### src/rtl/lamp_fpu_sqrt_issue.sv
`default_nettype none
// +----------------------------------------------------------------------------+
// | lamp_fpu_sqrt_issue                                                        |
// | Issue controller for lampFPU_sqrt: unpacks and classifies one LAMP float   |
// | operand, starts the sqrt unit, and returns the repacked result.            |
// | Optional watchdog: define LAMP_SQRT_ISSUE_TIMEOUT_EN                       |
// | Revision: 1.0                                                              |
// +----------------------------------------------------------------------------+
module lamp_fpu_sqrt_issue #(
  parameter int TIMEOUT_CYCLES = 64
) (
  input  logic        clk,
  input  logic        rst,
  input  logic        op_valid_i,
  output logic        op_ready_o,
  input  logic [15:0] op_i,
  output logic        res_valid_o,
  input  logic        res_ready_i,
  output logic [15:0] res_o,
  output logic        busy_o,
  output logic        doSqrt_o,
  output logic        signum_op_o,
  output logic [7:0]  extExp_op_o,
  output logic [7:0]  extMant_op_o,
  output logic        isZero_op_o,
  output logic        isInf_op_o,
  output logic        isSNAN_op_o,
  output logic        isQNAN_op_o,
  input  logic        sqrt_valid_i,
  input  logic        s_res_i,
  input  logic [7:0]  e_res_i,
  input  logic [6:0]  f_res_i
`ifdef LAMP_SQRT_ISSUE_TIMEOUT_EN
  ,
  output logic        timeout_o
`endif
);

  localparam logic [15:0] c_qnan = 16'h7FC0;

  typedef enum logic [1:0] {
    S_IDLE  = 2'd0,
    S_ISSUE = 2'd1,
    S_WAIT  = 2'd2,
    S_RESP  = 2'd3
  } state_t;

  state_t      r_state;
  state_t      w_state_nxt;
  logic        w_accept;
  logic        w_capture;
  logic        w_expire;
  logic        w_wait_expired;

  logic        r_sig;
  logic [7:0]  r_exp;
  logic [7:0]  r_mant;
  logic        r_zero;
  logic        r_inf;
  logic        r_snan;
  logic        r_qnan;
  logic [15:0] r_res;

  logic [7:0]  w_e;
  logic [6:0]  w_f;
  logic        w_e_zero;
  logic        w_e_max;
  logic        w_f_nz;

  // Denormals flush to zero, so the hidden bit and fraction both vanish.
  assign w_e      = op_i[14:7];
  assign w_f      = op_i[6:0];
  assign w_e_zero = (w_e == 8'h00);
  assign w_e_max  = (w_e == 8'hFF);
  assign w_f_nz   = (w_f != 7'h00);

  always_comb begin
    w_state_nxt = r_state;
    w_accept    = 1'b0;
    w_capture   = 1'b0;
    w_expire    = 1'b0;
    case (r_state)
      S_IDLE: begin
        if (op_valid_i && op_ready_o) begin
          w_accept    = 1'b1;
          w_state_nxt = S_ISSUE;
        end
      end
      S_ISSUE: w_state_nxt = S_WAIT;
      S_WAIT: begin
        if (sqrt_valid_i) begin
          w_capture   = 1'b1;
          w_state_nxt = S_RESP;
        end else if (w_wait_expired) begin
          w_expire    = 1'b1;
          w_state_nxt = S_RESP;
        end
      end
      S_RESP: begin
        if (res_ready_i) w_state_nxt = S_IDLE;
      end
      default: w_state_nxt = S_IDLE;
    endcase
  end

  always_ff @(posedge clk) begin
    if (rst) begin
      r_state <= S_IDLE;
      r_sig   <= 1'b0;
      r_exp   <= 8'h00;
      r_mant  <= 8'h00;
      r_zero  <= 1'b0;
      r_inf   <= 1'b0;
      r_snan  <= 1'b0;
      r_qnan  <= 1'b0;
      r_res   <= 16'h0000;
    end else begin
      r_state <= w_state_nxt;
      if (w_accept) begin
        r_sig  <= op_i[15];
        r_exp  <= w_e;
        r_mant <= w_e_zero ? 8'h00 : {1'b1, w_f};
        r_zero <= w_e_zero;
        r_inf  <= w_e_max & ~w_f_nz;
        r_snan <= w_e_max & w_f_nz & ~w_f[6];
        r_qnan <= w_e_max & w_f_nz & w_f[6];
      end
      if (w_capture) begin
        r_res <= {s_res_i, e_res_i, f_res_i};
      end else if (w_expire) begin
        r_res <= c_qnan;
      end
    end
  end

`ifdef LAMP_SQRT_ISSUE_TIMEOUT_EN
  localparam int c_cnt_w = (TIMEOUT_CYCLES > 1) ? $clog2(TIMEOUT_CYCLES) : 1;

  logic [c_cnt_w-1:0] r_wait_cnt;
  logic               r_timeout;

  // The counter holds the number of WAIT cycles already elapsed.
  assign w_wait_expired = (r_wait_cnt == c_cnt_w'(TIMEOUT_CYCLES - 1));
  assign timeout_o      = r_timeout;

  always_ff @(posedge clk) begin
    if (rst) begin
      r_wait_cnt <= '0;
      r_timeout  <= 1'b0;
    end else begin
      if (r_state == S_ISSUE) begin
        r_wait_cnt <= '0;
      end else if (r_state == S_WAIT) begin
        r_wait_cnt <= r_wait_cnt + 1'b1;
      end
      if (w_expire) begin
        r_timeout <= 1'b1;
      end else if (r_state == S_RESP && res_ready_i) begin
        r_timeout <= 1'b0;
      end
    end
  end
`else
  assign w_wait_expired = 1'b0;
  if (TIMEOUT_CYCLES < 1) begin : g_timeout_unused
  end
`endif

  assign op_ready_o   = (r_state == S_IDLE) && !rst;
  assign busy_o       = (r_state != S_IDLE);
  assign doSqrt_o     = (r_state == S_ISSUE);
  assign res_valid_o  = (r_state == S_RESP);
  assign res_o        = r_res;
  assign signum_op_o  = r_sig;
  assign extExp_op_o  = r_exp;
  assign extMant_op_o = r_mant;
  assign isZero_op_o  = r_zero;
  assign isInf_op_o   = r_inf;
  assign isSNAN_op_o  = r_snan;
  assign isQNAN_op_o  = r_qnan;

endmodule
`default_nettype wire
### config.mk
export PLATFORM = sky130hd
export DESIGN_NAME = lamp_fpu_sqrt_issue
export DESIGN_NICKNAME = d
export VERILOG_FILES = /design/src/rtl/lamp_fpu_sqrt_issue.sv
export SDC_FILE = /design/constraint.sdc
export NUM_CORES = 1
export LEC_CHECK = 0
export CAP_MARGIN = 20
export CORE_MARGIN = 2
export CORE_UTILIZATION = 40
export CTS_BUF_LIST = sky130_fd_sc_hd__clkbuf_2 sky130_fd_sc_hd__clkbuf_4 sky130_fd_sc_hd__clkbuf_8
export DETAILED_ROUTE_END_ITERATION = 12
export HOLD_SLACK_MARGIN = 0.06
export PLACE_DENSITY = 0.91
export SETUP_SLACK_MARGIN = 0.3
export SLEW_MARGIN = 20
export SYNTH_ARGS = -nofsm -noshare
export SYNTH_HDL_FRONTEND = slang
export SYNTH_SLANG_ARGS = --single-unit
### constraint.sdc
create_clock -name clk -period 1.7 [get_ports clk]
set_input_delay 0.34 -clock clk [delete_from_list [all_inputs] [get_ports clk]]
set_output_delay 0.34 -clock clk [all_outputs]
set_load 0.01 [all_outputs]
Yosys cells after proc, flatten, opt, wreduce, memory -nomap -nowiden
Cells that the tools add are included.
{ "word_totals": {"output_inout_bits": 41, "in_bits": 37, "word_cells": 40, "regBits": 39} }
{ "op_classes": {"n_reduce_logical": 8, "n_eq_ne": 7, "n_bitwise": 6, "n_mux": 10} }
{ "ops": {"columns": ["cell", "n"], "rows": [
  ["2-to-1 mux 16 bit", 1],
  ["== test 8 bit (second input constant)", 1],
  ["zero test 8 bit", 1],
  ["2-to-1 mux 8 bit", 1],
  ["case mux 2 bit (4 select lines)", 1],
  ["nonzero test 7 bit", 1],
  ["2-to-1 mux 2 bit", 3],
  ["AND 1 bit", 4],
  ["== test 2 bit (second input constant)", 2],
  ["2-to-1 mux 1 bit", 4],
  ["inequality test 2 bit (second input constant)", 2],
  ["AND reduction 3 bit", 1],
  ["== test 2 x 1 -> 1 bit (second input constant)", 1],
  ["logical AND 1 bit", 2],
  ["zero test 2 bit", 1],
  ["inequality test 2 x 1 -> 1 bit (second input constant)", 1],
  ["inverter 1 bit", 2],
  ["nonzero test 2 bit", 1],
  ["zero test 1 bit", 1]
]} }

Depth between registers and ports, before layout
Gate-level depths: netlist of run 1.
{ "logic_depth": {"ltp_word": 5, "ltp_mapped": 7, "mapped_depth_nobuf": 6} }

Worst setup path after synthesis of run 1
Ideal clock, no wire load.
{ "synth_path": {"path_kind": "reg2reg", "start": "reg r_state[0]", "end": "reg r_mant[3], in the netlist extMant_op_o[3]", "setup_slack_ns": 0.182, "required_time_ns": 1.583, "setup_ns": 0.117, "n_path_buf": 1, "period_less_slack_ns": 1.518, "arrival_ns": 1.400, "path_stages_with_launch": 8, "cell_sequence": "dfxtp_1 inv_1 ha_1 nor2b_2 and2_1 buf_6 nor2_8 a22o_2"} }
{ "synth_between": {"elab_chain_cells": 5} }
{ "synth_rtl": {"columns": ["item", "line_no", "rtl"], "rows": [
  ["start, declared", "48", "state_t r_state;"],
  ["start signal, assigned", "118", "r_state <= w_state_nxt;"],
  ["zero test 2 bit", "169", "assign op_ready_o = (r_state == S_IDLE) && !rst;"],
  ["logical AND 1 bit", "169", null],
  ["named net op_ready_o", "15", "output logic op_ready_o,"],
  ["logical AND 1 bit", "84", "if (op_valid_i && op_ready_o) begin"],
  ["2-to-1 mux 1 bit", "84", null],
  ["2-to-1 mux 1 bit", "82", "case (r_state)"],
  ["end signal, assigned", "122", "r_mant <= w_e_zero ? 8'h00 : {1'b1, w_f};"],
  ["end, declared", "57", "logic [7:0] r_mant;"]
]} }
The timed path passes the listed nets, and every way through them passes these cells.
A chain may end at the register's enable or synchronous reset.

Worst setup path after layout of run 1
{ "layout_path": {"start": "in sqrt_valid_i", "end": "reg r_state[1]"} }
{ "layout_between": {"elab_chain_cells": 2} }
{ "layout_rtl": {"columns": ["item", "line_no", "rtl"], "rows": [
  ["start, declared", "29", "input logic sqrt_valid_i,"],
  ["inequality test 2 bit (no line)", null, null],
  ["AND reduction 3 bit (no line)", null, null]
]} }
Every way passes these cells.

==> metrics.md, run 1 <==
| Metric | Value |
|---|---|
| Root buffer cell | clkbuf_8 |
| Ranking of synthesized cells by area | dfxtp_1 52%, nand2_1 13%, a21oi_1 6.0% |
| PnR worst setup slack | 0.195 ns |
| Sequential cell area fraction in the yosys report | 51.6% |
| Die Footprint | 0.00429 mm² |
| Final std cell area, no fill | 0.00262 mm² |
| Cell Rows | 22 |
| Cell type with the highest aggregate area in the netlist | dfxtp_1 |
| P&R area growth vs syn | 73.2% |
| Maximum clock insertion buffer count | 2 |
| Pleak | 1.21 nW |
| Share of the synthesized area in the top cell type | 51.6% |
| Die boundary width | 65.5 µm |
| Pre-CTS worst setup slack | -0.169 ns |
| Achievable clock frequency | 665 MHz |
| Leftover overflow at the end of global routing | 0 |
| CTS tree | yes |
| Number of iterations in the first detailed-routing pass | 4 |
| Slowest stage cell on the critical path | clkdlybuf4s50_1 |
| CTS Hold Buffers Added | 0 |
| Total number of H-tree levels | 2 |
| Worst Path Arrival | 1.68 ns |
| Main flop type after synthesis | dfxtp_1 |
| Number of warnings printed during yosys synthesis | 0 |
| First-pass GRT wire length | 6690 µm |
| Synthesized netlist net count | 208 |
| Max-Cap Viols | 0 |
| Clock Skew | 0.00776 ns |
| WL per Instance | 13.7 µm |
| Tcrit/Tclk final | 88.5% |
| Launching element type of the critical path | input port |
| Net total in the final layout | 305 |
| Post-synthesis instance area | 0.00151 mm² |
| Mean Syn Cell Area | 9.07 µm² |
| Post-synthesis cell count | 167 |
| Slew Limit Headroom | 79.5% |
| Worst path depth | 5 |
| Average vias per placed instance | 4.84 |
| Final Util | 71.6% |
| Type of the most critical hold path | in2reg |
| Vias in the first global route | 1,545 |
| Maximum number of pins on one net before global-route repair | 30 |
| Number of enable-type register cells in the synthesized netlist | 0 |
| Worst skew pair latency | 0.28 ns |
| Measured slew at the worst slew-check pin | 0.306 ns |
| Total buffers and inverters traversed by the critical path | 2 |
| Critical path class | in2reg |
| Initial antenna violation count | 0 |
| I/O pins | 78 |
| Total CTS buffers | 5 |
| Fraction of final layout cells with drive strength greater than 1 | 20.4% |
| Logic depth of the worst register-to-register path | 5 |
| Clock Sink Count | 39 |
| Proportion of synthesized flip-flops having asynchronous set or reset | 0% |
| Run status | finished clean |
| Pwr Total | 0.00307 W |
| Final non-filler cell total | 313 |
| Cell count after placement | 299 |
| Starting density of the core | 41.4% |
| Number of synthesized register bits | 39 |
| Vertical extent of the die | 65.5 µm |
| Overall global routing resource usage | 19.8% |
| Largest driver fanout on the critical path | 3 |
| Detailed-placement wirelength estimate | 2990 µm |
| Time the final worst path needs with I/O delays and setup | 1.50 ns |
| RD Place Congestion | 0.783 |
| Final number of hold-violating endpoints | 0 |
| Number of routed nets with antenna violations | 0 |
| Cells along the critical path | clkdlybuf4s50_1 > inv_1 > a221oi_4 > mux2i_1 > nor2_1 |
| Ant diodes | 0 |
| Worst stage delay on the critical path | 0.53 ns |
| Placeable core region | 0.00366 mm² |
| Final setup violation count | 0 |
| Residual DRC | 0 |
| Worst hold path cell count | 2 |
| P per Cell Area | 1170 mW/mm² |
| Total number of vias | 1,516 |
| CTS clk-pin slew, worst paths | 0.08 ns |
| Total of buffers placed on input and output ports | 77 |
| Critical path endpoint category | flip-flop |
| Number of pins exceeding their max-slew limit in the final report | 0 |
| Worst Path Required | 1.87 ns |
| 1st-iter DRT viols | 46 |
| Worst ir drop on vdd | 0.000815 V |
| Cell type group with the largest total delay on the critical path | buffers and inverters |
| Post-place instance area | 0.00244 mm² |
| WL final | 4300 µm |
| RSZ-0062 raised after global routing | yes |
| Unique masters post-synth | 25 |
worst paths after layout:
kind,to,from,slack (ns)
worst max-delay path,r_state[1],sqrt_valid_i,0.20
worst min-delay path,extMant_op_o[0],op_i[0],0.40
worst max register to register,r_state[1],r_state[1],0.20
worst min register to register,res_o[0],res_o[0],0.45
area by class of cell:
class | count | area (µm²)
Fill cell | 295 | 1040
Timing Repair Buffer | 98 | 890
Sequential cell | 39 | 786
Multi-Input combinational cell | 116 | 754
Clock buffer | 6 | 82.6
Tap cell | 48 | 60.1
Clock inverter | 2 | 35.0
Inverter | 4 | 15.0
worst reg2reg max path: stages (launching register included):
cell and delay, ns:
dfxtp_2 0.34, buf_4 0.14, ha_2 0.21, a221oi_4 0.33, mux2i_1 0.30, nor2_1 0.06
Yosys cell counts, types with 3 or more instances:
cell type and n:
a21oi_1 18, inv_1 4, a22o_1 9, nor3_1 3, dfxtp_1 39, nor2_1 4, nand2_1 51, clkbuf_1 4
nand3b_1 10, ha_1 4, buf_2 3
metrics by stage:
step                      setup TNS [ns]  hold WS (ns)
after floorplan                        0         0.439
after global routing                   0         0.417
after CTS                              0         0.397
after global placement            -0.470         0.442
after detailed placement           -1.02         0.448
final                                  0         0.403
kinds of logic (layout without fill, tap and decap cells):
logic type,after synthesis,count (layout),share of synthesized area (%)
AO/OA/AOI/OAI,30,30,13.4
AND/OR/NAND/NOR,81,81,27.4
flip-flops,39,39,51.6
buffers and inverters,12,110,3.72
multiplexers,1,1,0.661
adder cells (fa/ha/maj),4,4,3.31
layer usage:
metal / GRT usage (%) / vias to the layer above / share of wire [%]
met5: 0 / - / 0
met4: 6.25 / 0 / 1.2
met3: 4.45 / 6 / 5.9
met2: 36.6 / 54 / 52
met1: 22.5 / 697 / 41
li1: - / 759 / -
placed cells by master, fill, tap and decap left out, drive strengths merged:
cell	instances
nor2b	2
clkdlybuf4s50	31
ha	4
mux2i	1
a22o	10
nor4	3
a221oi	1
clkbuf	6
nand4	2
nor3	3
bufinv	1
clkinv	1
dlygate4sd2	40
nand3b	10
and2	2
or4	1
inv	4
clkdlybuf4s15	2
nand2b	2
a21oi	19
dfxtp	39
buf	25
nand2	51
nor2	5
power breakdown:
group          internal [W]  switching, W  leakage (nW)
registers           0.00106     0.0000800         0.319
logic              0.000593      0.000542         0.828
clock network      0.000475      0.000313        0.0612
state kept, by name (all words and copies together), names as in the netlist:
signal        cells
isZero_op_o       1
extExp_op_o       8
isInf_op_o        1
extMant_op_o      8
isQNAN_op_o       1
r_state           2
isSNAN_op_o       1
res_o            16
signum_op_o       1
what timing repair did:
action	4_1_cts	5_1_grt
gates resized for setup	67	13
buffers inserted	4	2
endpoints found under the hold margin	0	0
endpoints found under the setup margin	70	35
gates cloned	0	0
pin swaps	7	1
Note: power is estimated with default switching activity, not from simulation.
==> run 2, diff against run 1 <==
--- a/config.mk
+++ b/config.mk
@@ -10,7 +10,6 @@
 export CORE_UTILIZATION = 40
 export CTS_BUF_LIST = sky130_fd_sc_hd__clkbuf_2 sky130_fd_sc_hd__clkbuf_4 sky130_fd_sc_hd__clkbuf_8
 export DETAILED_ROUTE_END_ITERATION = 12
-export HOLD_SLACK_MARGIN = 0.06
 export PLACE_DENSITY = 0.91
 export SETUP_SLACK_MARGIN = 0.3
 export SLEW_MARGIN = 20
==> results of run 2 <==
The final DEF is identical to that of run 1; final timing and power are the same.
==> run 3, diff against run 2 <==
--- a/config.mk
+++ b/config.mk
@@ -10,9 +10,9 @@
 export CORE_UTILIZATION = 40
 export CTS_BUF_LIST = sky130_fd_sc_hd__clkbuf_2 sky130_fd_sc_hd__clkbuf_4 sky130_fd_sc_hd__clkbuf_8
 export DETAILED_ROUTE_END_ITERATION = 12
+export HOLD_SLACK_MARGIN = 0.05
 export PLACE_DENSITY = 0.91
 export SETUP_SLACK_MARGIN = 0.3
-export SLEW_MARGIN = 20
 export SYNTH_ARGS = -nofsm -noshare
 export SYNTH_HDL_FRONTEND = slang
 export SYNTH_SLANG_ARGS = --single-unit
==> results of run 3 <==
The final DEF is identical to that of run 1; final timing and power are the same.
